**config.mk**
```make
export PLATFORM = sky130hd
export DESIGN_NAME = axil2wb_arbiter
export DESIGN_NICKNAME = d
export VERILOG_FILES = /design/src/rtl/axil2wb_arbiter.sv
export SDC_FILE = /design/constraint.sdc
export NUM_CORES = 1
export LEC_CHECK = 0
export BUFFER_PORTS_ARGS = -buffer_cell sky130_fd_sc_hd__buf_2
export CORE_AREA = 2 2 106 108
export CTS_CLUSTER_DIAMETER = 200
export DETAILED_ROUTE_END_ITERATION = 12
export DIE_AREA = 0 0 108 110
export GPL_TIMING_DRIVEN = 0
export REMOVE_ABC_BUFFERS = 1
export SLEW_MARGIN = 20
export SYNTH_ARGS = -nofsm -noshare
export SYNTH_HDL_FRONTEND = slang
export SYNTH_SLANG_ARGS = --single-unit
export TNS_END_PERCENT = 1
```
**constraint.sdc**
```tcl
create_clock -name i_clk -period 3.6 [get_ports i_clk]
set_clock_uncertainty 0.1 [all_clocks]
set_input_delay 0.36 -clock i_clk [delete_from_list [all_inputs] [get_ports i_clk]]
set_output_delay 0.36 -clock i_clk [all_outputs]
set_load 0.05 [all_outputs]
```
**src/rtl/axil2wb_arbiter.sv**
```systemverilog
// axil2wb_arbiter: shares one pipelined Wishbone master port between the
// AXI-lite read bridge (port A) and the AXI-lite write bridge (port B).
// The bus is granted round-robin and stays with one port for its whole cyc.
// A watchdog aborts a cycle that never gets an ack or err, so neither AXI
// channel can deadlock.
//
// state    | meaning
// ---------+--------------------------------------------------------
// OWN_NONE | bus idle, nobody granted
// OWN_A    | port A (read bridge) owns the bus until it drops cyc
// OWN_B    | port B (write bridge) owns the bus until it drops cyc
module axil2wb_arbiter #(
  parameter int AW        = 26,
  parameter int DW        = 32,
  parameter int LGTIMEOUT = 8
) (
  input  logic            i_clk,
  input  logic            w_reset,
  input  logic            i_a_cyc,
  input  logic            i_a_stb,
  input  logic            i_a_we,
  input  logic [AW-1:0]   i_a_addr,
  input  logic [DW-1:0]   i_a_data,
  input  logic [DW/8-1:0] i_a_sel,
  output logic            o_a_stall,
  output logic            o_a_ack,
  output logic            o_a_err,
  input  logic            i_b_cyc,
  input  logic            i_b_stb,
  input  logic            i_b_we,
  input  logic [AW-1:0]   i_b_addr,
  input  logic [DW-1:0]   i_b_data,
  input  logic [DW/8-1:0] i_b_sel,
  output logic            o_b_stall,
  output logic            o_b_ack,
  output logic            o_b_err,
  output logic [DW-1:0]   o_rdata,
  output logic            o_wb_cyc,
  output logic            o_wb_stb,
  output logic            o_wb_we,
  output logic [AW-1:0]   o_wb_addr,
  output logic [DW-1:0]   o_wb_data,
  output logic [DW/8-1:0] o_wb_sel,
  input  logic            i_wb_ack,
  input  logic            i_wb_stall,
  input  logic            i_wb_err,
  input  logic [DW-1:0]   i_wb_data
);

  typedef enum logic [1:0] {
    OWN_NONE = 2'd0,
    OWN_A    = 2'd1,
    OWN_B    = 2'd2
  } owner_t;

  owner_t owner, owner_next;
  logic   r_last, last_next;   // 0 = A was granted last, 1 = B
  logic   owner_cyc;
  logic   rearb;
  logic   r_timeout;           // cycle aborted, held until the owner drops cyc
  logic   r_tpulse;            // one-cycle err pulse announcing the abort

  // Grant register; reset favours A on the first tie by marking B as last.
  always_ff @(posedge i_clk) begin
    if (w_reset) begin
      owner  <= OWN_NONE;
      r_last <= 1'b1;
    end else begin
      owner  <= owner_next;
      r_last <= last_next;
    end
  end

  // Round-robin arbitration, only while the bus is free or its owner left.
  always_comb begin
    owner_next = owner;
    last_next  = r_last;
    owner_cyc  = 1'b0;
    case (owner)
      OWN_A:   owner_cyc = i_a_cyc;
      OWN_B:   owner_cyc = i_b_cyc;
      default: owner_cyc = 1'b0;
    endcase
    rearb = (owner == OWN_NONE) || !owner_cyc;
    if (rearb) begin
      if (i_a_cyc && (!i_b_cyc || r_last)) begin
        owner_next = OWN_A;
        last_next  = 1'b0;
      end else if (i_b_cyc) begin
        owner_next = OWN_B;
        last_next  = 1'b1;
      end else begin
        owner_next = OWN_NONE;
      end
    end
  end

  // Forward mux from the owner and return routing back to it.
  always_comb begin
    o_wb_cyc  = 1'b0;
    o_wb_stb  = 1'b0;
    o_wb_we   = 1'b0;
    o_wb_addr = '0;
    o_wb_data = '0;
    o_wb_sel  = '0;
    o_a_stall = 1'b1;
    o_a_ack   = 1'b0;
    o_a_err   = 1'b0;
    o_b_stall = 1'b1;
    o_b_ack   = 1'b0;
    o_b_err   = 1'b0;
    o_rdata   = i_wb_data;
    case (owner)
      OWN_A: begin
        o_wb_cyc  = i_a_cyc & !r_timeout;
        o_wb_stb  = i_a_cyc & i_a_stb & !r_timeout;
        o_wb_we   = i_a_we;
        o_wb_addr = i_a_addr;
        o_wb_data = i_a_data;
        o_wb_sel  = i_a_sel;
        o_a_stall = i_wb_stall;
        o_a_ack   = i_wb_ack & o_wb_cyc;
        o_a_err   = (i_wb_err & o_wb_cyc) | r_tpulse;
      end
      OWN_B: begin
        o_wb_cyc  = i_b_cyc & !r_timeout;
        o_wb_stb  = i_b_cyc & i_b_stb & !r_timeout;
        o_wb_we   = i_b_we;
        o_wb_addr = i_b_addr;
        o_wb_data = i_b_data;
        o_wb_sel  = i_b_sel;
        o_b_stall = i_wb_stall;
        o_b_ack   = i_wb_ack & o_wb_cyc;
        o_b_err   = (i_wb_err & o_wb_cyc) | r_tpulse;
      end
      default: ;
    endcase
  end

  generate
    if (LGTIMEOUT > 0) begin : g_wdog
      logic [LGTIMEOUT-1:0] r_count;

      // Watchdog: count response-less bus cycles; an ack/err on the terminal
      // count wins over the timeout.
      always_ff @(posedge i_clk) begin
        if (w_reset) begin
          r_count   <= '0;
          r_timeout <= 1'b0;
          r_tpulse  <= 1'b0;
        end else begin
          r_tpulse <= 1'b0;
          if (!o_wb_cyc || i_wb_ack || i_wb_err)
            r_count <= '0;
          else
            r_count <= r_count + LGTIMEOUT'(1);
          if (rearb)
            r_timeout <= 1'b0;
          else if (o_wb_cyc && !i_wb_ack && !i_wb_err && (&r_count)) begin
            r_timeout <= 1'b1;
            r_tpulse  <= 1'b1;
          end
        end
      end
    end else begin : g_no_wdog
      assign r_timeout = 1'b0;
      assign r_tpulse  = 1'b0;
    end
  endgenerate

endmodule

```
# After elaboration in Yosys (flattened, before gate mapping)
# Cells that the tools add are included.
# Widths: inputs -> output; s select.
# word_totals
register_bits,13
latchBits,0
mem_bits_rw,0
romBits,0
in_bits,167
out_inout_bits,103
wordCells,58
memories,0
# op_classes
add_sub_neg,1
mul,0
div,0
n_lt_le_gt_ge,0
eq_ne,2
shifts,0
n_mux,18
bitwise_logic,12
reduce_logical,20
# ops
operator,count
$pmux 32 s2,1
$pmux 26 s2,1
$and 1x1->1,10
$mux 1,9
$add 8x1->8 const B,1
$pmux 1 s2,4
$pmux 4 s2,1
$reduce_and 8->1,1
$logic_not 1->1,6
$logic_and 1x1->1,4
$logic_or 1x1->1,4
$mux 2,2
$reduce_or 2->1,2
$eq 2x1->1 const B,1
$eq 2x2->1 const B,1
$logic_not 2->1,1
$or 1x1->1,2
$reduce_and 2->1,1
$reduce_bool 2->1,1

# Longest topological paths before layout
# depth
ltp_word,7
ltp_mapped,8
ltp_nobuf,6

# Worst setup path after synthesis
# Ideal clock, no wire load.
# synth_path
path_type,register to output
from,register owner[0]
to,output o_wb_data[13]
arrival_ps,2133
t_required_ps,3140
path_slack_ps,1007
stages_incl_launch_ff,8
path_cell_list,dfxtp_1 > inv_1 > ha_1 > clkbuf_1 > clkbuf_1 > buf_1 > a22oi_1 > nor2b_1
# synth_via
elab_chain_len,2
elab_cells_between_ends,3
classes_between,eq/ne (2); mux (1)
# synth_lines
item,line,rtl
start: declaration,56,"owner_t owner, owner_next;"
start signal: assignment,69,owner <= owner_next;
$eq 2x2->1 or $eq 2x1->1 (tied branches),113,case (owner)
$pmux 32 s2 (*),113,
end: declaration,42,"output logic [DW-1:0] o_wb_data,"
# Every way passes the cells marked *; elsewhere a longest branch is shown, timed or not.

# Final worst setup path
# layout_path
from,register owner[1]
to,output o_wb_data[25]
# The elaborated chain is that of the path after synthesis.

==> run_results.csv <==
group,metric,value,unit
status,outcome,"complete, no violations",
grt,globalRouteTotalUtil,12.9,%
clock_network,cts-buffers-inserted,3,
finish,layout.cells.most_common_list,"buf_2 (205), nor2b_1 (68), a22oi_1 (63), dfxtp_1 (13), nor2_1 (11)",
drt,routed_wl,9160,µm
timing,max_clock_freq,384,MHz
grt,grt_first_pass_wirelength,11800,µm
clock_network,cts_buffer_depth,2,
hold_path,critical_hold_path_startpoint,"w_reset",
power_and_ir_drop,power-per-cell-area,222,nW/µm²
power_and_ir_drop,power,0.646,mW
die,die_area,11900,µm²
setup_path,worstPathMaxFanout,41,
die,die_width,108,µm
setup_path,critPathCaptureType,"primary output",
timing,rsz_0062_raised_after_global_routing,"false",
clock_network,number_of_buffers_inserted_for_hold_repair_after_clock_tree_synthesis,0,
die,effective_utilization_at_floorplan,18.2,%
grt,first_global_vias,2168,
timing,whs,0.283,ns
clock_network,cts_post_setup_buffers_inserted,0,
setup_path,reg_to_reg_critical_path_startpoint,"owner[1]",
setup_path,path_class,"flop to primary output",
finish,mostFrequentLayoutCell,"buf_2",
power_and_ir_drop,power_leakage,1.42,nW
setup_path,required,3.14,ns
synth,synth_sequential_area_ratio,13.4,%
placement,half_perimeter_wire_length_after_placement,7470,µm
timing,final_hold_viol_count,0,
grt,initial_antenna_violation_count,0,
synth,syn_area,1940,µm²
flow_run,maxCapViolCount,0,
clock_network,tritoncts,"done",
hold_path,hp-class,"input pin to flop",
synth,synth_area_per_cell,7.25,µm²
finish,drive_gt1_share,52.2,%
synth,yosys_register_bits,13,
clock_network,cts_sinks,13,
grt,grtUsageMet3,6.58,%
clock_network,cts_repair_resize_count,0,
timing,period_minus_slack,2.61,ns
clock_network,cts.reportedPaths.clkPinSlew,0.06,ns
die,floorplan.die.height,110,µm
die,io_pins,270,
die,coreArea,10700,µm²
setup_path,critical_path_sink,"o_wb_data[25]",
drt,number_of_detailed_route_iterations_in_the_first_pass,4,
grt,global_route.overflow_total,0,
finish,final_net_count,597,
finish,areaGrowthSynthToFinish,50.0,%
grt,use_met1,15.2,%
grt,largest_net_degree_at_the_start_of_global_routing,70,
drt,remaining_routing_drc_violations,0,
placement,place_inst,559,
power_and_ir_drop,irDropWorstVdd,0.270,mV
clock_network,clk-insertion-delay-late,0.24,ns
setup_path,worstRegToRegCells,7,
timing,aggregate_negative_setup_slack,0,ns
setup_path,arrival,2.15,ns
synth,post_synthesis_cell_type_count,33,
timing,drv_slew,0,
synth,mapped_cells,268,
drt,wl_per_cell,16.3,µm
finish,finish.cell_count_without_fillers,563,
die,placementRows,38,
clock_network,htree_levels,1,
drt,drt-vias-per-instance,4.48,
setup_path,regToRegSetupSlack,1.07,ns
grt,use_met2,21.6,%
grt,globalRoute.busiestLayer,"met2",
setup_path,reg2reg_to,"r_last",
setup_path,startpoint,"owner[1]",
timing,period_share,72.4,%
drt,drtAntennaViolNets,0,
finish,antennaDiodeCount,0,
drt,drtIter0Drc,113,
placement,placement.io_buffers,205,
timing,timing.max_slew.rel_slack,51.1,%
synth,yosysWarningCount,0,
timing,setup_viol,0,
placement,gp_routability_congestion,0.807,
drt,detailroute.via_count,2520,
clock_network,clock-root-buffer,"clkbuf_8",
setup_path,startpoint_type,"flop",
timing,timing_worst_slew_pin_value,0.734,ns
## metal layers
metal / wire length (µm) / vias to the layer above
li1: - / 1213
met1: 3470 / 1141
met2: 4350 / 160
met3: 1260 / 4
met4: 13 / 2
met5: 52 / -
## stage by stage
step | utilization [%] | worst slack, ns | cell area [µm²]
after global placement | 26.2 | 0.0541 | 2800
after CTS | 27.2 | 0.982 | 2910
after global routing | 27.2 | 0.849 | 2910
after floorplan | - | 0.0973 | 1600
after detailed placement | 26.8 | 1.05 | 2870
final | 27.2 | 0.995 | 2910
## cell families (layout without fill, tap and decap cells)
logic type	count (synthesis)	after routing	share of synthesized area (%)
flip-flops	13	13	13.4
adder cells (fa/ha/maj)	6	6	3.87
AND/OR/NAND/NOR	103	103	31.5
XOR/XNOR	6	6	2.71
AO/OA/AOI/OAI	75	75	28.5
multiplexers	2	2	1.03
buffers and inverters	63	218	18.9
## critical path, stage by stage, from the launching register on
cell and delay (ns):
dfxtp_1 0.35, inv_1 0.12, ha_2 0.55, buf_12 0.27, a22oi_1 0.14, nor2b_1 0.16, buf_2 0.28
## sequential cells by signal, summed over array words and instances (netlist names)
register,cells
r_last,1
g_wdog.r_count,8
r_tpulse,1
r_timeout,1
owner,2
## power by group
part | switching, mW | internal, mW | leakage [nW]
combinational | 0.226 | 0.143 | 1.28
sequential | 0.00250 | 0.146 | 0.105
clock | 0.0514 | 0.0763 | 0.0255
total | 0.280 | 0.366 | 1.42
## synthesized netlist by cell type
master     n  share of area, %
clkbuf_1  15               2.9
o21ai_0    3              0.77
buf_6      1              0.58
o211ai_1   1              0.39
buf_4     32                12
or4_4      1              0.58
or2b_2     1              0.45
a21o_1     1              0.39
nand3_1    4               1.0
or2_2      1              0.32
mux2i_1    2               1.0
a22o_1     1              0.45
nor3_1     1              0.26
xnor2_1    4               1.8
a211oi_2   1              0.64
inv_1      7               1.4
dfxtp_1   13                13
ha_1       6               3.9
nor3b_1    1              0.39
buf_1      5              0.97
and3_1     4               1.3
xor2_1     2              0.90
nor2_1    11               2.1
and4_1     1              0.45
nand3_2    1              0.52
nor2b_1   68                22
or3_2      1              0.39
a21oi_1    4               1.0
nand2_1    6               1.2
nand2b_1   2              0.64
buf_2      3              0.77
a22oi_1   63                24
a211o_2    1              0.52
## worst min path at each step
stage                        end  slack, ns  cells past startpoint
5_1_grt                r_timeout       0.28                      2
3_5_place_dp   g_wdog.r_count[0]       0.34                      1
3_3_place_gp   g_wdog.r_count[0]       0.32                      1
2_1_floorplan  g_wdog.r_count[0]       0.31                      1
6_report               r_timeout       0.28                      2
4_1_cts                r_timeout       0.28                      2
## cell type report
cell class	count	area [µm²]
Sequential cell	13	260
Clock buffer	3	41.3
Timing Repair Buffer	207	1070
Clock inverter	1	5.00
Multi-Input combinational cell	192	1330
Fill cell	1188	7780
Inverter	7	26.3
Tap cell	140	175
Power figures use the tool's default switching activity.
